## src/rtl/tp_probe_mux.sv

```systemverilog
// Run-time selectable test-point driver.
// One probe bank is routed to the test points in one of four modes: OFF,
// LIVE, STRETCH (per-bit pulse stretching) or HOLD (trigger-armed snapshot).
//
// HOLD sub-FSM:
//   state    | meaning
//   ST_IDLE  | showing live data, waiting for ARM
//   ST_ARMED | showing live data, next registered trigger captures
//   ST_HELD  | showing the captured word, HELD asserted
module tp_probe_mux #(
  parameter int NBANKS  = 4,
  parameter int WIDTH   = 16,
  parameter int SELW    = 2,
  parameter int STRETCH = 8
) (
  input  logic                     CLK,
  input  logic                     RST_B,
  input  logic [NBANKS*WIDTH-1:0]  PROBES,
  input  logic                     CFG_WE,
  input  logic [SELW+1:0]          CFG_DATA,
  input  logic                     TRIG,
  input  logic                     ARM,
  output logic [WIDTH-1:0]         TP_OUT,
  output logic [WIDTH-1:0]         TP_DIR,
  output logic                     HELD,
  output logic [SELW+1:0]          CFG_RBK
);

  localparam int CW = $clog2(STRETCH + 1);
  localparam logic [CW-1:0] RELOAD = CW'(STRETCH - 1);

  typedef enum logic [1:0] {
    MODE_OFF     = 2'b00,
    MODE_LIVE    = 2'b01,
    MODE_STRETCH = 2'b10,
    MODE_HOLD    = 2'b11
  } mode_t;

  typedef enum logic [1:0] {
    ST_IDLE  = 2'b00,
    ST_ARMED = 2'b01,
    ST_HELD  = 2'b10
  } hold_state_t;

  logic [NBANKS*WIDTH-1:0] s_q;
  logic                    t_q;
  logic [SELW-1:0]         bank_q;
  mode_t                   mode_q;
  hold_state_t             state_q;
  hold_state_t             state_d;
  logic                    capture;
  logic [WIDTH-1:0]        cap_q;
  logic [CW-1:0]           cnt_q [WIDTH];
  logic [CW-1:0]           cnt_d [WIDTH];
  logic [WIDTH-1:0]        sel_word;
  logic [WIDTH-1:0]        stretch_word;
  logic [WIDTH-1:0]        tp_d;
  logic                    cfg_ok;

  // Writes naming a bank that does not exist are dropped completely.
  assign cfg_ok = CFG_WE && (int'(CFG_DATA[SELW-1:0]) < NBANKS);

  // Select the configured bank out of the registered probe bus.
  always_comb begin
    sel_word = '0;
    for (int b = 0; b < NBANKS; b++) begin
      if (bank_q == SELW'(b)) begin
        sel_word = s_q[b*WIDTH +: WIDTH];
      end
    end
  end

  // Per-bit stretch: a high bit reloads its counter, otherwise it drains.
  always_comb begin
    for (int i = 0; i < WIDTH; i++) begin
      stretch_word[i] = sel_word[i] | (cnt_q[i] != '0);
      cnt_d[i] = '0;
      if (!cfg_ok && mode_q == MODE_STRETCH) begin
        if (sel_word[i]) begin
          cnt_d[i] = RELOAD;
        end else if (cnt_q[i] != '0) begin
          cnt_d[i] = cnt_q[i] - 1'b1;
        end
      end
    end
  end

  // HOLD next-state; any accepted write or leaving HOLD parks the FSM in IDLE.
  always_comb begin
    state_d = state_q;
    capture = 1'b0;
    if (cfg_ok || mode_q != MODE_HOLD) begin
      state_d = ST_IDLE;
    end else begin
      case (state_q)
        ST_IDLE: begin
          if (ARM) state_d = ST_ARMED;
        end
        ST_ARMED: begin
          // trigger takes priority over a simultaneous ARM
          if (t_q) begin
            state_d = ST_HELD;
            capture = 1'b1;
          end
        end
        ST_HELD: begin
          if (ARM) state_d = ST_ARMED;
        end
        default: state_d = ST_IDLE;
      endcase
    end
  end

  // Output word per mode; on the capture edge the live word equals the captured one.
  always_comb begin
    tp_d = '0;
    case (mode_q)
      MODE_OFF:     tp_d = '0;
      MODE_LIVE:    tp_d = sel_word;
      MODE_STRETCH: tp_d = stretch_word;
      MODE_HOLD:    tp_d = (state_q == ST_HELD && state_d == ST_HELD) ? cap_q : sel_word;
      default:      tp_d = '0;
    endcase
  end

  // Input stage: probes and trigger registered together.
  always_ff @(posedge CLK) begin
    if (!RST_B) begin
      s_q <= '0;
      t_q <= 1'b0;
    end else begin
      s_q <= PROBES;
      t_q <= TRIG;
    end
  end

  // Configuration registers.
  always_ff @(posedge CLK) begin
    if (!RST_B) begin
      bank_q <= '0;
      mode_q <= MODE_OFF;
    end else if (cfg_ok) begin
      bank_q <= CFG_DATA[SELW-1:0];
      mode_q <= mode_t'(CFG_DATA[SELW+1:SELW]);
    end
  end

  // Stretch counters, HOLD state and capture register.
  always_ff @(posedge CLK) begin
    if (!RST_B) begin
      for (int i = 0; i < WIDTH; i++) cnt_q[i] <= '0;
      state_q <= ST_IDLE;
      cap_q   <= '0;
    end else begin
      cnt_q   <= cnt_d;
      state_q <= state_d;
      if (capture) cap_q <= sel_word;
    end
  end

  // Output registers; direction and readback follow the mode in force one edge later.
  always_ff @(posedge CLK) begin
    if (!RST_B) begin
      TP_OUT  <= '0;
      TP_DIR  <= '1;
      CFG_RBK <= '0;
    end else begin
      TP_OUT  <= tp_d;
      TP_DIR  <= (mode_q == MODE_OFF) ? '1 : '0;
      CFG_RBK <= {mode_q, bank_q};
    end
  end

  assign HELD = (state_q == ST_HELD);

endmodule

```

## config.mk

```make
export PLATFORM = sky130hd
export DESIGN_NAME = tp_probe_mux
export DESIGN_NICKNAME = d
export VERILOG_FILES = /design/src/rtl/tp_probe_mux.sv
export SDC_FILE = /design/constraint.sdc
export NUM_CORES = 1
export LEC_CHECK = 0
export CAP_MARGIN = 20
export CORE_UTILIZATION = 55
export CTS_BUF_LIST = sky130_fd_sc_hd__clkbuf_4 sky130_fd_sc_hd__clkbuf_8
export DETAILED_ROUTE_END_ITERATION = 8
export PLACE_DENSITY = 0.8
export SYNTH_ARGS = -nofsm -noshare
export SYNTH_HDL_FRONTEND = slang
export SYNTH_SLANG_ARGS = --single-unit
export TNS_END_PERCENT = 30
```

## constraint.sdc

```tcl
create_clock -name CLK -period 3.9 [get_ports CLK]
set_input_delay 0.585 -clock CLK [delete_from_list [all_inputs] [get_ports CLK]]
set_output_delay 0.585 -clock CLK [all_outputs]
set_load 0.05 [all_outputs]
```

### After elaboration in Yosys (flattened, before gate mapping)

Index checks and enable logic that the tools add are counted.

* add/subtract/negate cells: 16
* multipliers: 0
* divide/modulo/power cells: 0
* order comparisons: 0
* equality and inequality tests: 10
* shift operators: 0
* muxes and demuxes: 46
* bitwise logic cells: 34
* reduce and logical (&&, ||, !) cells: 41

Operator list (count)
* $mux W16: 6
* $mux W3: 32
* $pmux W16 S4: 1
* $reduce_bool A4 Y1: 16
* $reduce_or A4 Y1: 16
* $sub A4 B1 Y4 const B: 16
* $not A1 Y1: 18
* $or A1 B1 Y1: 16
* $eq A2 B2 Y1 const B: 6
* $eq A2 B1 Y1 const B: 3
* $logic_not A2 Y1: 3
* $mux W2: 3
* $pmux W2 S2: 1
* $mux W1: 3
* $logic_and A1 B1 Y1: 2
* $ne A2 B2 Y1 const B: 1
* $reduce_and A2 Y1: 1
* $reduce_or A2 Y1: 1
* $logic_not A1 Y1: 1
* $logic_or A1 B1 Y1: 1

* bits in registers: 187
* latch bits: 0
* bits in writable memories: 0
* bits in read-only memories: 0
* input bits: 73
* output and inout port bits: 37
* word-level logic and storage cells: 188
* memories: 0

### Logic depth before layout (Yosys ltp)

* word-level depth: 8
* gate-level depth with buffers: 5
* mapped depth without buffers: 3

### Least setup slack after synthesis

OpenSTA, ideal clock, no wires.

* path kind: input -> register
* from: in CFG_WE
* to: reg TP_OUT[10]
* library setup time: 0.135 ns
* arrival time: 1.614 ns
* data required time: 3.765 ns
* path slack: 2.150 ns
* cell stages on the path: 5
* path buffers: 2
* cells stage by stage: buf_2 -> nand3b_1 -> buf_2 -> o311ai_0 -> o31ai_1

* word-level cells in the longest chain between the ends: 6

Ends and longest elaborated chain
* start, declared: RTL line 19 `input logic CFG_WE,`
* $logic_or A1 B1 Y1: RTL line 92 `if (cfg_ok || mode_q != MODE_HOLD) begin`
* $mux W2: RTL line 92
* $eq A2 B2 Y1: RTL line 121 `MODE_HOLD: tp_d = (state_q == ST_HELD && state_d == ST_HELD) ? cap_q : sel_word;`
* $logic_and A1 B1 Y1: RTL line 121
* $mux W16: RTL line 121
* $pmux W16 S4: RTL line 117 `case (mode_q)`
* end signal, assigned: RTL line 168 `TP_OUT <= tp_d;`
* end, declared: RTL line 23 `output logic [WIDTH-1:0] TP_OUT,`

Every way passes these cells.
A chain may end at the register's enable or synchronous reset.

==> results.md <==
- DRC errors left: 10
- Layout cell share with drive strength beyond 1: under 10%
- Bufs and invs on worst path: 1
- Placed insts: about 850
- Failing checks: design-rule violations
- Syn avg cell area: roughly 10 um2
- Final min period: approximately 2.5 ns
- Global route total overflow: 0
- Fin. max-slew vios: 0
- Area leader, netlist: dfxtp_1
- Post-synthesis sequential area ratio: 52.6%
- Post-cts resize count: 0
- Kind of critical path: flip-flop to primary output
- Setup TNS: 0 ns
- Die H: approximately 110 um
- RSZ-0062 raised after global routing: no
- Crit path DAT: approximately 1.9 ns
- First-pass GRT wire length: between 20 and 25 mm
- Cells after Synth: 640
- # nets final: 800
- DRT Pass-1 Iters: 7
- Post-synth EDFFs: 0
- CP top delay family: buffers and inverters
- CP Launch Type: flip-flop
- Critical Path Sink Type: primary output
- IO Count: 110
- Total clock sinks: about 170
- Synthesis-to-finish area growth: 22.6%
- Antenna cells: 0
- Worst Clk Skew: 0.00837 ns
- # H-tree levels: 4
- Layout Cells excl Fill: just under 900
- Slowest cell on the critical path: clkdlybuf4s50_1
- CTS tree: built
- Top cells by count, synth: dfxtp_1 (172), and2_1 (67), nor3_1 (59), nand2_1 (39), a21oi_1 (26)
- Maxcap violations: 0
- Cts hold-fix bufs: 0
- Initial antenna violation count: 0
- Worst Tran Pin Value: approximately 0.95 ns
- Overall power: between 0.003 and 0.004 W
- Worst skew pair latency: 0.45 ns
- Primary FF master, synth: dfxtp_1
- Final instance area: 0.00803 mm2
- Post-Route WL: 13.5 mm
- Clock tree buffer depth: 2
- Postcts setup bufs: 0
- Status: complete, but fails checks
- Synth top area cells: dfxtp_1 (53%), and2_1 (6.4%), mux4_1 (5.2%), nor3_1 (4.5%), a31oi_1 (2.3%)
- DR WL/cell: between 15 and 20 um
- Yosys top cell area share: 52.6%
- Critical path peak fanout: 16
- Site Rows: 39
- Antenna-violating nets left: 0
- Req. time, crit path: between 3 and 4 ns
- Vias per inst: around 5.7
- Clock root cell: clkbuf_8
- Peak Freq: around 0.40 GHz
- Die width: about 110 um
- Post-Syn Area: 0.00655 mm2
- Core Footprint: around 0.012 mm2
- Setup ws final: around 1.4 ns
- Asr flop ratio synth: 0%
- Most frequent cell after synthesis: dfxtp_1
- Post-Place Worst Slack: 1.32 ns
- Pin count of the biggest net entering global routing: between 50 and 60
- Global-route usage over all layers: 22.6%
- Placed standard-cell area: around 0.0076 mm2
- Synth unique cells: 39
- Post-DP HPWL: between 9 and 10 mm
- Iter 0 DRT Violations: approximately 300
- Final Cycle Share: approximately 64%
- Routability cong.: 0.742
- Post-synth net total: between 700 and 800
- Number of global-route vias before repair: 4825
- Crit-path cells: clkdlybuf4s50_1
- Hold crit path type: flip-flop to flip-flop
- CP peak stage delay: roughly 0.89 ns
- Via count: around 5000
- Final setup viols: 0
- Pleak: 2.99 nW
- Die area: between 0.01 and 0.015 mm2
- Max transition margin: 36.7%
- IO Port Bufs: 109
- Initial core utilization: between 50% and 60%
- Ys Warns: 0
- Post-synthesis register bit count: ~170
- Cell Pwr Density: around 440 mW/mm2
- Clock slew at reported path FFs: around 0.090 ns
- Final Hold Fails: 0
- Peak VDD IR: between 0.0002 and 0.00025 V
- Inserted Clock Buffers: 17
cell families (layout without fill, tap and decap cells):
group           after synthesis  in the layout  share of synthesized area [%]
simple gates                249            249                           21.3
flops                       172            172                           52.6
compound gates              126            126                           12.7
buf+inv                      65            165                           5.31
mux                          28             28                           8.09
final timing paths:
| check | end | depth (start not counted) | start | slack, ns |
|---|---|---|---|---|
| worst max register to register | TP_OUT[0]$_SDFF_PN0_ | 3 | bank_q[0]$_SDFFE_PN0P_ | 1.67 |
| worst max-delay path | TP_DIR[7] | 1 | TP_DIR[14]$_SDFF_PN1_ | 1.41 |
| worst min-delay path | cap_q[1]$_SDFFE_PN0P_ | 2 | cap_q[1]$_SDFFE_PN0P_ | 0.47 |
| worst min register to register | cap_q[1]$_SDFFE_PN0P_ | 2 | cap_q[1]$_SDFFE_PN0P_ | 0.47 |
power breakdown:
group / leakage (nW) / switching, W / internal [W]
Combinational: 1.36 / 0.000162 / 0.000155
Sequential: 1.41 / 0.0000296 / 0.00180
Clock: 0.231 / 0.000630 / 0.000738
Total: 2.99 / 0.000822 / 0.00270
registers in the layout, summed over array words and instances (netlist names):
register,count
TP_DIR,1
TP_OUT,16
cnt_q,64
bank_q,2
t_q,1
s_q,64
CFG_RBK,4
cap_q,16
mode_q,2
state_q,2
final cells by class:
cell class | count | area [um2]
tap | 143 | 179
sequential | 172 | 3440
fill | 820 | 3490
inverter | 19 | 71.3
timing repair buffer | 114 | 1120
multi-input combinational | 403 | 2760
clock inverter | 13 | 188
clock buffer | 19 | 262
stage by stage:
step / hold slack (ns) / utilization, %
floorplan: 0.440 / -
global placement: 0.448 / 65.8
detailed placement: 0.453 / 65.8
CTS: 0.465 / 69.7
global route: 0.490 / 69.7
finish: 0.465 / 69.7
cell usage in the layout (no fill, tap or decap), types with 4 or more instances in the layout:
| master | count |
|---|---|
| a21oi_1 | 26 |
| a221oi_1 | 8 |
| a31oi_1 | 24 |
| and2_1 | 67 |
| buf_4 | 5 |
| bufinv_16 | 4 |
| clkbuf_8 | 19 |
| clkdlybuf4s50_1 | 108 |
| dfxtp_1 | 172 |
| inv_1 | 18 |
| mux2i_1 | 12 |
| mux4_1 | 13 |
| nand2_1 | 39 |
| nand3b_1 | 7 |
| nor2_1 | 24 |
| nor2b_1 | 11 |
| nor3_1 | 59 |
| nor3b_1 | 6 |
| o21ai_0 | 24 |
| o2bb2ai_1 | 16 |
| o311ai_0 | 5 |
| o31ai_1 | 18 |
| or2_2 | 16 |
| or4_1 | 8 |
routing by layer:
layer  vias up  part of all wire [%]  track usage [%]
met4         0                   1.9             9.37
met3        21                   6.0             6.23
met1      2345                    43             26.7
met5         -                     0                0
li1       2458                     -                -
met2       186                    49             38.8
Note: power is estimated with default switching activity, not from simulation.
